## src/rtl/subleq_core_p.sv

```systemverilog
// SUBLEQ processor core: mem[B] -= mem[A]; branch to C when the result is <= 0.
// Talks to a single-port RAM over a req/ack handshake and tolerates any number of wait states.
module subleq_core_p #(
    parameter int unsigned         DATA_W    = 8,
    parameter int unsigned         ADDR_W    = 8,
    parameter logic [ADDR_W-1:0]   RESET_PC  = '0,
    parameter logic [ADDR_W-1:0]   HALT_ADDR = {ADDR_W{1'b1}},
    parameter int unsigned         CNT_W     = 16
) (
    input  logic              i_clk,
    input  logic              i_rstn,
    input  logic              i_start,
    input  logic              i_halt_req,
    output logic              o_mem_req,
    output logic              o_mem_we,
    output logic [ADDR_W-1:0] o_mem_addr,
    output logic [DATA_W-1:0] o_mem_wdata,
    input  logic [DATA_W-1:0] i_mem_rdata,
    input  logic              i_mem_ack,
    output logic              o_busy,
    output logic              o_halted,
    output logic [ADDR_W-1:0] o_pc,
    output logic [CNT_W-1:0]  o_icount
);

    typedef enum logic [3:0] {
        S_IDLE,
        S_FA,
        S_FB,
        S_FC,
        S_LA,
        S_LB,
        S_EX,
        S_WR,
        S_HALTED
    } state_t;

    state_t              state_q, state_d;
    logic [ADDR_W-1:0]   pc_q, pc_d;
    logic [ADDR_W-1:0]   ra_q, ra_d;
    logic [ADDR_W-1:0]   rb_q, rb_d;
    logic [ADDR_W-1:0]   rc_q, rc_d;
    logic [DATA_W-1:0]   va_q, va_d;
    logic [DATA_W-1:0]   vb_q, vb_d;
    logic [DATA_W-1:0]   diff_q, diff_d;
    logic                leq_q, leq_d;
    logic [ADDR_W-1:0]   npc_q, npc_d;
    logic [CNT_W-1:0]    icount_q, icount_d;
    logic                halted_q, halted_d;
    logic                mem_req_q, mem_req_d;
    logic                mem_we_q, mem_we_d;
    logic [ADDR_W-1:0]   mem_addr_q, mem_addr_d;
    logic [DATA_W-1:0]   mem_wdata_q, mem_wdata_d;
    logic                busy_q, busy_d;

    // State and datapath registers; reset abandons any pending access at once.
    always_ff @(posedge i_clk or negedge i_rstn) begin
        if (!i_rstn) begin
            state_q     <= S_IDLE;
            pc_q        <= RESET_PC;
            ra_q        <= '0;
            rb_q        <= '0;
            rc_q        <= '0;
            va_q        <= '0;
            vb_q        <= '0;
            diff_q      <= '0;
            leq_q       <= 1'b0;
            npc_q       <= '0;
            icount_q    <= '0;
            halted_q    <= 1'b0;
            mem_req_q   <= 1'b0;
            mem_we_q    <= 1'b0;
            mem_addr_q  <= '0;
            mem_wdata_q <= '0;
            busy_q      <= 1'b0;
        end else begin
            state_q     <= state_d;
            pc_q        <= pc_d;
            ra_q        <= ra_d;
            rb_q        <= rb_d;
            rc_q        <= rc_d;
            va_q        <= va_d;
            vb_q        <= vb_d;
            diff_q      <= diff_d;
            leq_q       <= leq_d;
            npc_q       <= npc_d;
            icount_q    <= icount_d;
            halted_q    <= halted_d;
            mem_req_q   <= mem_req_d;
            mem_we_q    <= mem_we_d;
            mem_addr_q  <= mem_addr_d;
            mem_wdata_q <= mem_wdata_d;
            busy_q      <= busy_d;
        end
    end

    // Next state, datapath updates, and the bus outputs for the state being entered.
    always_comb begin
        state_d     = state_q;
        pc_d        = pc_q;
        ra_d        = ra_q;
        rb_d        = rb_q;
        rc_d        = rc_q;
        va_d        = va_q;
        vb_d        = vb_q;
        diff_d      = diff_q;
        leq_d       = leq_q;
        npc_d       = npc_q;
        icount_d    = icount_q;
        halted_d    = halted_q;
        mem_req_d   = 1'b0;
        mem_we_d    = 1'b0;
        mem_addr_d  = mem_addr_q;
        mem_wdata_d = mem_wdata_q;
        busy_d      = 1'b1;

        case (state_q)
            S_IDLE, S_HALTED: begin
                if (i_start) begin
                    pc_d     = RESET_PC;
                    icount_d = '0;
                    halted_d = 1'b0;
                    state_d  = S_FA;
                end
            end
            S_FA: begin
                if (i_mem_ack) begin
                    ra_d    = i_mem_rdata[ADDR_W-1:0];
                    state_d = S_FB;
                end
            end
            S_FB: begin
                if (i_mem_ack) begin
                    rb_d    = i_mem_rdata[ADDR_W-1:0];
                    state_d = S_FC;
                end
            end
            S_FC: begin
                if (i_mem_ack) begin
                    rc_d    = i_mem_rdata[ADDR_W-1:0];
                    state_d = S_LA;
                end
            end
            S_LA: begin
                if (i_mem_ack) begin
                    va_d    = i_mem_rdata;
                    state_d = S_LB;
                end
            end
            S_LB: begin
                if (i_mem_ack) begin
                    vb_d    = i_mem_rdata;
                    state_d = S_EX;
                end
            end
            S_EX: begin
                diff_d  = vb_q - va_q;
                leq_d   = diff_d[DATA_W-1] | (diff_d == '0);
                npc_d   = leq_d ? rc_q : pc_q + ADDR_W'(3);
                state_d = S_WR;
            end
            S_WR: begin
                if (i_mem_ack) begin
                    pc_d = npc_q;
                    if (icount_q != {CNT_W{1'b1}}) begin
                        icount_d = icount_q + CNT_W'(1);
                    end
                    if (leq_q && (rc_q == HALT_ADDR)) begin
                        halted_d = 1'b1;
                        state_d  = S_HALTED;
                    end else if (i_halt_req) begin
                        halted_d = 1'b0;
                        state_d  = S_IDLE;
                    end else begin
                        state_d  = S_FA;
                    end
                end
            end
            default: state_d = S_IDLE;
        endcase

        // Address/data only change on entry to a state, so they stay put while an ack is awaited.
        case (state_d)
            S_FA: begin
                mem_req_d  = 1'b1;
                mem_addr_d = pc_d;
            end
            S_FB: begin
                mem_req_d  = 1'b1;
                mem_addr_d = pc_d + ADDR_W'(1);
            end
            S_FC: begin
                mem_req_d  = 1'b1;
                mem_addr_d = pc_d + ADDR_W'(2);
            end
            S_LA: begin
                mem_req_d  = 1'b1;
                mem_addr_d = ra_d;
            end
            S_LB: begin
                mem_req_d  = 1'b1;
                mem_addr_d = rb_d;
            end
            S_WR: begin
                mem_req_d   = 1'b1;
                mem_we_d    = 1'b1;
                mem_addr_d  = rb_d;
                mem_wdata_d = diff_d;
            end
            S_IDLE, S_HALTED: busy_d = 1'b0;
            default: ;
        endcase
    end

    assign o_mem_req   = mem_req_q;
    assign o_mem_we    = mem_we_q;
    assign o_mem_addr  = mem_addr_q;
    assign o_mem_wdata = mem_wdata_q;
    assign o_busy      = busy_q;
    assign o_halted    = halted_q;
    assign o_pc        = pc_q;
    assign o_icount    = icount_q;

endmodule

```

## config.mk

```make
export PLATFORM = sky130hd
export DESIGN_NAME = subleq_core_p
export DESIGN_NICKNAME = d
export VERILOG_FILES = /design/src/rtl/subleq_core_p.sv
export SDC_FILE = /design/constraint.sdc
export NUM_CORES = 1
export LEC_CHECK = 0
export ABC_CLOCK_PERIOD_IN_PS = 2590
export CAP_MARGIN = 20
export CORE_MARGIN = 2
export CORE_UTILIZATION = 45
export DETAILED_ROUTE_END_ITERATION = 6
export PLACE_DENSITY = 0.74
export SETUP_SLACK_MARGIN = 0.3
export SYNTH_ARGS = -nofsm -noshare
export SYNTH_HDL_FRONTEND = slang
export SYNTH_SLANG_ARGS = --single-unit
```

## constraint.sdc

```tcl
create_clock -name i_clk -period 2.59 [get_ports i_clk]
set_input_delay 0.777 -clock i_clk [delete_from_list [all_inputs] [get_ports i_clk]]
set_output_delay 0.777 -clock i_clk [all_outputs]
set_load 0.02 [all_outputs]
```

==> impl_metrics.yaml, run 1 <==
cts:
  ctsHoldBuffers: 0
  clock_path_buffers: 2
  clkTransAtPathRegs_ns: 0.07
  cts-root-buf: "clkbuf_16"
  cts_tree: "built"
  clock_latency_ns: 0.35
  cts_buffers: 9
  clkSinkCount: 105
  htreeDepth: 3
yosys:
  postSynthCellCount: 534
  yosys_warnings: 0
  ys_async_sr_fraction: 1.00
  netlist_area_um2: 5490
  synth_compound_area_frac: 0.123
  seq_area_frac_synth: 0.479
  synthesis.nets: 559
  synth-adder-area-share: 0.0287
  ys.flop_type: "dfrtp_1"
  synth_edf_count: 0
  synthMuxAreaShare: 0.108
  synth-simple-area-share: 0.176
  syn_area_per_cell_um2: 10.3
  synth_top_family_by_area: "simple AND/OR/NAND/NOR gates"
  synth_xor_area_frac: 0.0463
  synth.distinct_cells: 71
  yosys_register_bits: 105
grt:
  grt_pass1_wl_um: 24800
  grt_overflow: 0
  grt_start_max_net_pins: 61
  grt_pass1_vias: 4786
  antenna_found_initial: 0
  grt_usage: 0.243
final_layout:
  final_core_util: 0.632
  fin_nets: 700
  final-instance-count-excl-fill: 826
  fill_cells: 919
  multi_input_area_um2: 2960
  drive_gt1_frac: 0.330
  regArea_um2: 2630
  insertedDiodeCount: 0
  area_delta_synth_final_pct: 37.7
timing:
  post-route-period-util: 0.943
  worst_pin_slew_ns: 0.517
  slew_headroom: 0.652
  final_max_slew_viol_count: 0
  hold_viol_final: 0
  finalSetupTns_ns: 0
  fin_worst_skew_ns: 0.00823
  rsz0062_at_grt: "true"
  max_freq_mhz: 409
  fin_crit_ns: 2.44
  setup_viol: 0
detailed_routing:
  wire_per_inst_um: 18.8
  route.detailed.drc: 0
  dr.pass1.iters: 7
  via_count: 4724
  via_per_inst: 5.72
  wl_um: 15500
  first_iter_violations: 311
  postRouteAntennaNets: 0
critical_path:
  crit_path_max_fanout: 6
  cp-start-kind: "flop"
  ff2ff_path_depth: 11
  crit_type: "reg -> reg"
  worstPathRequired_ns: 2.82
  crit_arrival_ns: 2.67
  cp-end-kind: "flop"
min_path:
  hold_class: "in -> async"
placement:
  dp_cells: 788
  io_buffers: 56
  gp_congestion: 0.944
  dp.final_hpwl_um: 11100
floorplanning:
  die-area_um2: 13100
  ioPinCount: 57
  rows: 40
  coreArea_um2: 12000
  start_util: 0.459
  die_x_um: 114
  die_h_um: 114
pwr:
  p_per_area_nw_per_um2: 1330
  ir_drop_mv: 0.774
  p_leak_nw: 3.37
status:
  status: "completed"
run:
  maxCapViolCount: 0
final cells by class:
class                      count  share of cell area
multi-input combinational    381               0.392
sequential                   105               0.348
timing repair buffer         153               0.183
clock buffer                  10              0.0316
tap                          147              0.0243
inverter                      25              0.0124
clock inverter                 5             0.00828
metal layers:
metal | up-vias | wire length (µm) | track usage
met4 | 0 | 509 | 0.111
met2 | 179 | 7450 | 0.389
met5 | - | 0 | 0
met3 | 44 | 789 | 0.0328
li1 | 2173 | - | -
met1 | 2328 | 6740 | 0.328
cell families after synthesis:
group | count (synthesis)
AOI/OAI and AO/OA | 96
muxes | 54
xor gates and xnor gates | 29
and+or+nand+nor | 190
DFF | 105
adders and majority gates | 12
buffers and inverters | 48
sequential cells by signal, summed over array words and instances (netlist names), 4 cells and up:
register     cells
vb_q             8
va_q             8
o_pc             8
o_icount        16
o_mem_addr       8
rb_q             8
ra_q             8
npc_q            8
diff_q           8
o_mem_wdata      8
state_q          4
rc_q             8
synth_stat cells, types with 3 or more instances:
master	count	area [µm²]
dfrtp_1	105	2630
nand2_1	62	233
mux2_2	41	462
nor2_1	39	146
o21ai_0	27	135
inv_1	23	86.3
nand3_1	19	95.1
xor2_1	18	158
a21oi_1	11	55.1
ha_1	11	138
mux2i_1	11	110
xnor2_1	11	96.3
nand4_1	10	62.6
and3_1	9	56.3
clkbuf_1	9	33.8
nor2b_1	9	56.3
buf_2	7	35.0
nand2b_1	7	43.8
o21ai_1	7	35.0
a211oi_1	6	45.0
nor3b_1	6	45.0
buf_4	5	37.5
nor3_1	4	20.0
o22ai_1	4	25.0
or3_1	4	25.0
a21o_1	3	22.5
a31oi_1	3	18.8
a41o_1	3	30.0
nand2_2	3	18.8
o31ai_1	3	22.5
where the power goes:
group          switching [W]  total, W  leakage (nW)  internal, W
sequential          0.000482   0.00277          1.32      0.00229
combinational        0.00296   0.00587          1.91      0.00291
clock               0.000644   0.00142         0.142     0.000779
total                0.00409    0.0101          3.37      0.00597
path summary, 6_finish.rpt:
kind	slack, ns	endpoint	startpoint
worst max-delay path	0.15	npc_q[4]	va_q[0]
worst min-delay path	0.35	o_mem_we	i_rstn
worst max register to register	0.15	npc_q[4]	va_q[0]
worst min register to register	0.47	o_mem_wdata[3]	o_mem_wdata[3]
max in group asynchronous	1.56	state_q[1]	i_rstn
min in group i_clk	0.47	o_mem_wdata[3]	o_mem_wdata[3]
through the flow:
step | total power [W] | instance area (µm²) | worst slack [ns] | hold slack (ns)
2_1_floorplan | 0.00568 | 5560 | -0.114 | 0.441
3_3_place_gp | 0.00729 | 6750 | -0.584 | 0.460
3_5_place_dp | 0.00747 | 6750 | -0.590 | 0.463
4_1_cts | 0.00963 | 7290 | 0.150 | 0.366
5_1_grt | 0.0106 | 7560 | 0.0649 | 0.382
6_report | 0.0101 | 7560 | 0.148 | 0.351
cells in the final DEF (no fill, tap or decap), drive strengths merged, types with 3 or more instances in the layout:
cell,netlist,routed
dfrtp,105,105
buf,14,100
nand2,65,65
clkdlybuf4s50,0,52
mux2,43,43
nor2,42,42
o21ai,34,34
inv,25,27
nand3,19,19
xor2,18,18
mux2i,11,11
nand4,11,11
xnor2,11,11
a21oi,11,11
ha,11,11
clkbuf,9,10
nor2b,9,9
and3,9,9
nand2b,7,7
a211oi,6,6
nor3b,6,6
nor3,6,6
or3,5,5
a31oi,4,4
o22ai,4,4
a21o,3,3
a41o,3,3
o211ai,3,3
o31ai,3,3
critical path, cell delays in order (launching register included):
cell      delay, ns
dfrtp_1        0.41
ha_4           0.17
fa_2           0.34
nand2b_4       0.16
a21oi_4        0.17
and4_1         0.20
nor3_1         0.06
buf_4          0.16
a21boi_4       0.17
buf_6          0.16
mux2i_1        0.21
o21ai_1        0.10
repair_timing:
item / CTS / global route
pin swaps: 31 / 26
buffers inserted: 9 / 13
gates cloned: 1 / 0
resized for setup: 47 / 41
setup endpoints to repair: 31 / 28
hold endpoints to repair: 0 / 0
No activity file was read; power rests on OpenSTA's default activity.
==> run 2: changes to the inputs <==
Settings changed: PLACE_DENSITY 0.74 to 0.68, SETUP_SLACK_MARGIN 0.3 to 0.1.
==> impl_metrics.yaml, run 2 (synthesis results as in run 1) <==
run:
  maxCapViolCount: 0
timing:
  slew_headroom: 0.625
  layout_setup_ws_ns: 0.0875
  hold_viol_final: 0
  finalHoldWorstSlack_ns: 0.418
  max_freq_mhz: 400
  post-route-period-util: 0.966
  final_max_slew_viol_count: 0
  fin_crit_ns: 2.50
  fin_worst_skew_ns: 0.00839
  worst_pin_slew_ns: 0.562
  rsz0062_at_grt: "true"
  setup_viol: 0
floorplanning:
  start_util: 0.459
  die-area_um2: 13100
  die_x_um: 114
  ioPinCount: 57
  coreArea_um2: 12000
  rows: 40
  die_h_um: 114
cts:
  clock_latency_ns: 0.35
  clkTransAtPathRegs_ns: 0.07
  cts-root-buf: "clkbuf_16"
  clock_path_buffers: 2
  htreeDepth: 3
  clkSinkCount: 105
  ctsHoldBuffers: 0
  cts_buffers: 9
  cts_tree: "built"
final_layout:
  area_delta_synth_final_pct: 32.3
  insertedDiodeCount: 0
  layout_common_cells: "dfrtp_1 (102), buf_4 (81), nand2_1 (59), clkdlybuf4s50_1 (53), mux2_2 (41)"
  drive_gt1_frac: 0.289
  fin_nets: 688
  largest_reg_flops: 16
  final_common_cell: "dfrtp_1"
  final_core_util: 0.607
placement:
  io_buffers: 56
  dp.final_hpwl_um: 11000
  gp_congestion: 0.891
  dp_slack_ns: -0.564
grt:
  grt_start_max_net_pins: 42
  grt_pass1_vias: 4596
  antenna_found_initial: 0
  grt_overflow: 0
  grt_pass1_wl_um: 23700
  grt_usage: 0.236
detailed_routing:
  wire_per_inst_um: 18.2
  route.detailed.drc: 0
  dr.pass1.iters: 4
  postRouteAntennaNets: 0
  first_iter_violations: 259
  wl_um: 14800
  via_count: 4552
  via_per_inst: 5.59
pwr:
  ir_drop_mv: 0.617
  p_leak_nw: 3.26
  p_per_area_nw_per_um2: 1310
  p_total_w: 0.00951
status:
  status: "completed"
critical_path:
  cp-start-kind: "input port"
  worstPathRequired_ns: 2.82
  crit_type: "in -> reg"
  cp-end-kind: "flop"
  crit_arrival_ns: 2.73
  crit_path_max_fanout: 5
min_path:
  hold_class: "in -> async"
[run 2: area by class of cell]
cell class	count	area [µm²]
Clock buffer	11	243
Clock inverter	5	78.8
Fill cell	970	4700
Inverter	25	93.8
Multi-Input combinational cell	381	2820
Sequential cell	105	2630
Tap cell	147	184
Timing Repair Buffer	141	1220
[run 2: final timing paths]
kind | slack [ns] | endpoint | cells past startpoint | startpoint
max in group asynchronous | 1.58 | rc_q[0] | 2 | i_rstn
setup / recovery | 0.09 | o_mem_addr[5] | 12 | i_start
setup reg to reg | 0.10 | o_mem_addr[5] | 11 | state_q[1]
min in group i_clk | 0.48 | o_mem_wdata[4] | 2 | o_mem_wdata[4]
hold / removal | 0.42 | diff_q[2] | 1 | i_rstn
hold reg to reg | 0.48 | o_mem_wdata[4] | 2 | o_mem_wdata[4]
[run 2: what timing repair did]
action / in CTS / in global routing
endpoints found under the setup margin: 22 / 15
gates resized for setup: 22 / 20
buffers inserted: 4 / 6
pin swaps: 10 / 8
cloned: 1 / 0
[run 2: worst max-delay path, cell delays in order]
cell      delay, ns
buf_2          0.10
or4b_4         0.47
nand2_2        0.08
o21ai_2        0.08
ha_2           0.19
buf_4          0.13
buf_4          0.14
nand2_1        0.07
o22ai_2        0.10
a21oi_2        0.16
a311oi_2       0.07
a2111o_1       0.37
[run 2: metrics by stage]
step | std cells | TNS, ns | cell area, µm²
CTS | 809 | 0 | 7140
global route | 815 | 0 | 7260
finish | 815 | 0 | 7260
detailed placement | 788 | -7.44 | 6730
global placement | 788 | -6.71 | 6730
floorplan | 534 | -0.114 | 5530
[run 2: power by group]
| part | internal [W] | switching, W | leakage (nW) |
|---|---|---|---|
| sequential | 0.00229 | 0.000455 | 1.32 |
| combinational | 0.00256 | 0.00272 | 1.78 |
| clock | 0.000873 | 0.000612 | 0.159 |
[run 2: routing by layer]
metal  vias up  share of wire  global-route usage
li1       2149              -                   -
met4         0          0.024              0.0984
met2       143           0.47               0.372
met3        24          0.049              0.0371
met1      2236           0.46               0.324
met5         -              0                   0
==> run 3: changes to the inputs <==
Settings changed: CELL_PAD_IN_SITES_DETAIL_PLACEMENT set to 1, CELL_PAD_IN_SITES_GLOBAL_PLACEMENT set to 2, CORE_UTILIZATION 45 to 33, PLACE_DENSITY 0.68 to unset, PLACE_DENSITY_LB_ADDON set to 0.1.
==> impl_metrics.yaml, run 3 (synthesis results as in run 1) <==
status:
  status: "completed"
critical_path:
  crit_arrival_ns: 2.72
  cp_num_buf_inv: 2
  crit_chain: "or4b_4, nand2_2, o21ai_4, ha_4, buf_4, buf_4, nand2_1, o22ai_2, a21oi_2, a311oi_2, a2111o_1"
  rr_endpoint: "o_mem_addr[5]"
  rrSetupSlack_ns: 0.12
  worst_path_max_delay_cell: "or4b_4"
  worstPathRequired_ns: 2.84
  crit_type: "reg -> reg"
  cpMostUsedCell: "buf_4"
  cp-end-kind: "flop"
  cp-start-kind: "flop"
  critPathTopFamily: "compound AO/OA/AOI/OAI gates"
  worst_r2r_startpoint: "state_q[0]"
  crit_path_max_fanout: 7
  max_stage_delay_ns: 0.53
  ff2ff_path_depth: 11
final_layout:
  fin_area_um2: 7590
  drive_gt1_frac: 0.328
  area_delta_synth_final_pct: 38.3
  final_common_cell: "dfrtp_1"
  layout_common_cells: "dfrtp_1 (101), buf_4 (92), nand2_1 (57), clkdlybuf4s50_1 (53), mux2_2 (41)"
  largest_reg_flops: 16
  final-instance-count-excl-fill: 902
  fill_cells: 1805
  insertedDiodeCount: 0
  fin_nets: 702
min_path:
  hold_class: "in -> async"
detailed_routing:
  via_count: 4548
  postRouteAntennaNets: 0
  via_per_inst: 5.04
  dr.pass1.iters: 4
  wl_um: 17100
  route.detailed.drc: 0
  wire_per_inst_um: 18.9
  first_iter_violations: 167
grt:
  antenna_found_initial: 0
  grt_overflow: 0
  grt_usage: 0.204
  grt_start_max_net_pins: 43
  grt_pass1_wl_um: 27600
  grt_pass1_vias: 4879
timing:
  finalSetupTns_ns: 0
  setup_viol: 0
  fin_worst_skew_ns: 0.0106
  hold_viol_final: 0
  fin_crit_ns: 2.47
  final_max_slew_viol_count: 0
  max_freq_mhz: 404
  rsz0062_at_grt: "true"
  slew_headroom: 0.593
  post-route-period-util: 0.955
  worst_pin_slew_ns: 0.611
  layout_setup_ws_ns: 0.116
cts:
  cts_tree: "built"
  ctsHoldBuffers: 0
  clkSinkCount: 105
  cts-root-buf: "clkbuf_16"
  clock_latency_ns: 0.37
  htreeDepth: 3
  clock_path_buffers: 2
  cts_buffers: 9
  clkTransAtPathRegs_ns: 0.08
floorplanning:
  die_h_um: 133
  ioPinCount: 57
  rows: 47
  start_util: 0.334
  die-area_um2: 17700
  die_x_um: 133
  coreArea_um2: 16400
pwr:
  clock_power_share: 0.146
  ir_drop_mv: 0.491
  internal_power_w: 0.00592
  power.switching_w: 0.00415
  p_per_area_nw_per_um2: 1330
  pwr-share-comb: 0.579
  p_total_w: 0.0101
  pwr-share-seq: 0.275
  p_sw_frac: 0.412
  p_leak_nw: 3.34
placement:
  dp_slack_ns: -0.709
  io_buffers: 56
  gp_congestion: 0.872
  dp.final_hpwl_um: 12900
  dpl_cell_area_um2: 6880
  dp_cells: 869
run:
  maxCapViolCount: 0
==> run 3: what timing repair did <==
| action | CTS | global route |
|---|---|---|
| pin swaps | 20 | 16 |
| buffers inserted | 8 | 8 |
| endpoints found under the setup margin | 24 | 20 |
| cloned | 1 | 0 |
| gates resized for setup | 36 | 31 |
==> run 3: power groups by stage <==
stage | logic, W | registers, W | clock network (W)
after global routing | 0.00634 | 0.00286 | 0.00157
after CTS | 0.00551 | 0.00275 | 0.00151
after global placement | 0.00482 | 0.00275 | 0
final | 0.00583 | 0.00276 | 0.00147
after detailed placement | 0.00492 | 0.00277 | 0
after floorplan | 0.00284 | 0.00279 | 0
==> run 3: worst register-to-register path, stage by stage (launching register included) <==
cell	delay (ns)
dfrtp_2	0.49
or4b_4	0.53
nand2_2	0.10
o21ai_4	0.08
ha_4	0.17
buf_4	0.13
buf_4	0.13
nand2_1	0.06
o22ai_2	0.10
a21oi_2	0.17
a311oi_2	0.07
a2111o_1	0.31
==> run 3: area by class of cell <==
type | count | area, µm² | share of cell area
inverters | 25 | 93.8 | 0.0124
flip-flops and latches | 105 | 2630 | 0.347
clock buffers | 9 | 225 | 0.0297
well taps | 220 | 275 | 0.0363
multi-input cells | 381 | 2930 | 0.387
repair buffers | 155 | 1340 | 0.176
clock inverters | 7 | 87.6 | 0.0115
==> run 3: through the flow <==
step                 util  hold WS (ns)
floorplan               -         0.441
global placement    0.419         0.459
detailed placement  0.419         0.475
CTS                 0.451         0.438
global route        0.462         0.454
finish              0.462         0.418
==> run 3: how the worst max path moves through the flow <==
stage | startpoint | to | slack, ns | cells past startpoint
after detailed placement | i_mem_ack | o_mem_addr[1] | -0.71 | 10
after global routing | state_q[2] | o_mem_addr[5] | 0.01 | 11
after floorplan | i_start | o_mem_addr[7] | -0.11 | 11
after global placement | i_mem_ack | o_mem_addr[1] | -0.61 | 10
final | state_q[0] | o_mem_addr[5] | 0.12 | 11
after CTS | va_q[0] | npc_q[2] | 0.10 | 11
==> run 3: metal layers <==
metal / part of all wire / global-route usage / vias to the layer above
li1: - / - / 2171
met1: 0.47 / 0.278 / 2299
met2: 0.49 / 0.335 / 58
met3: 0.021 / 0.0253 / 20
met4: 0.020 / 0.0699 / 0
met5: 0 / 0 / -
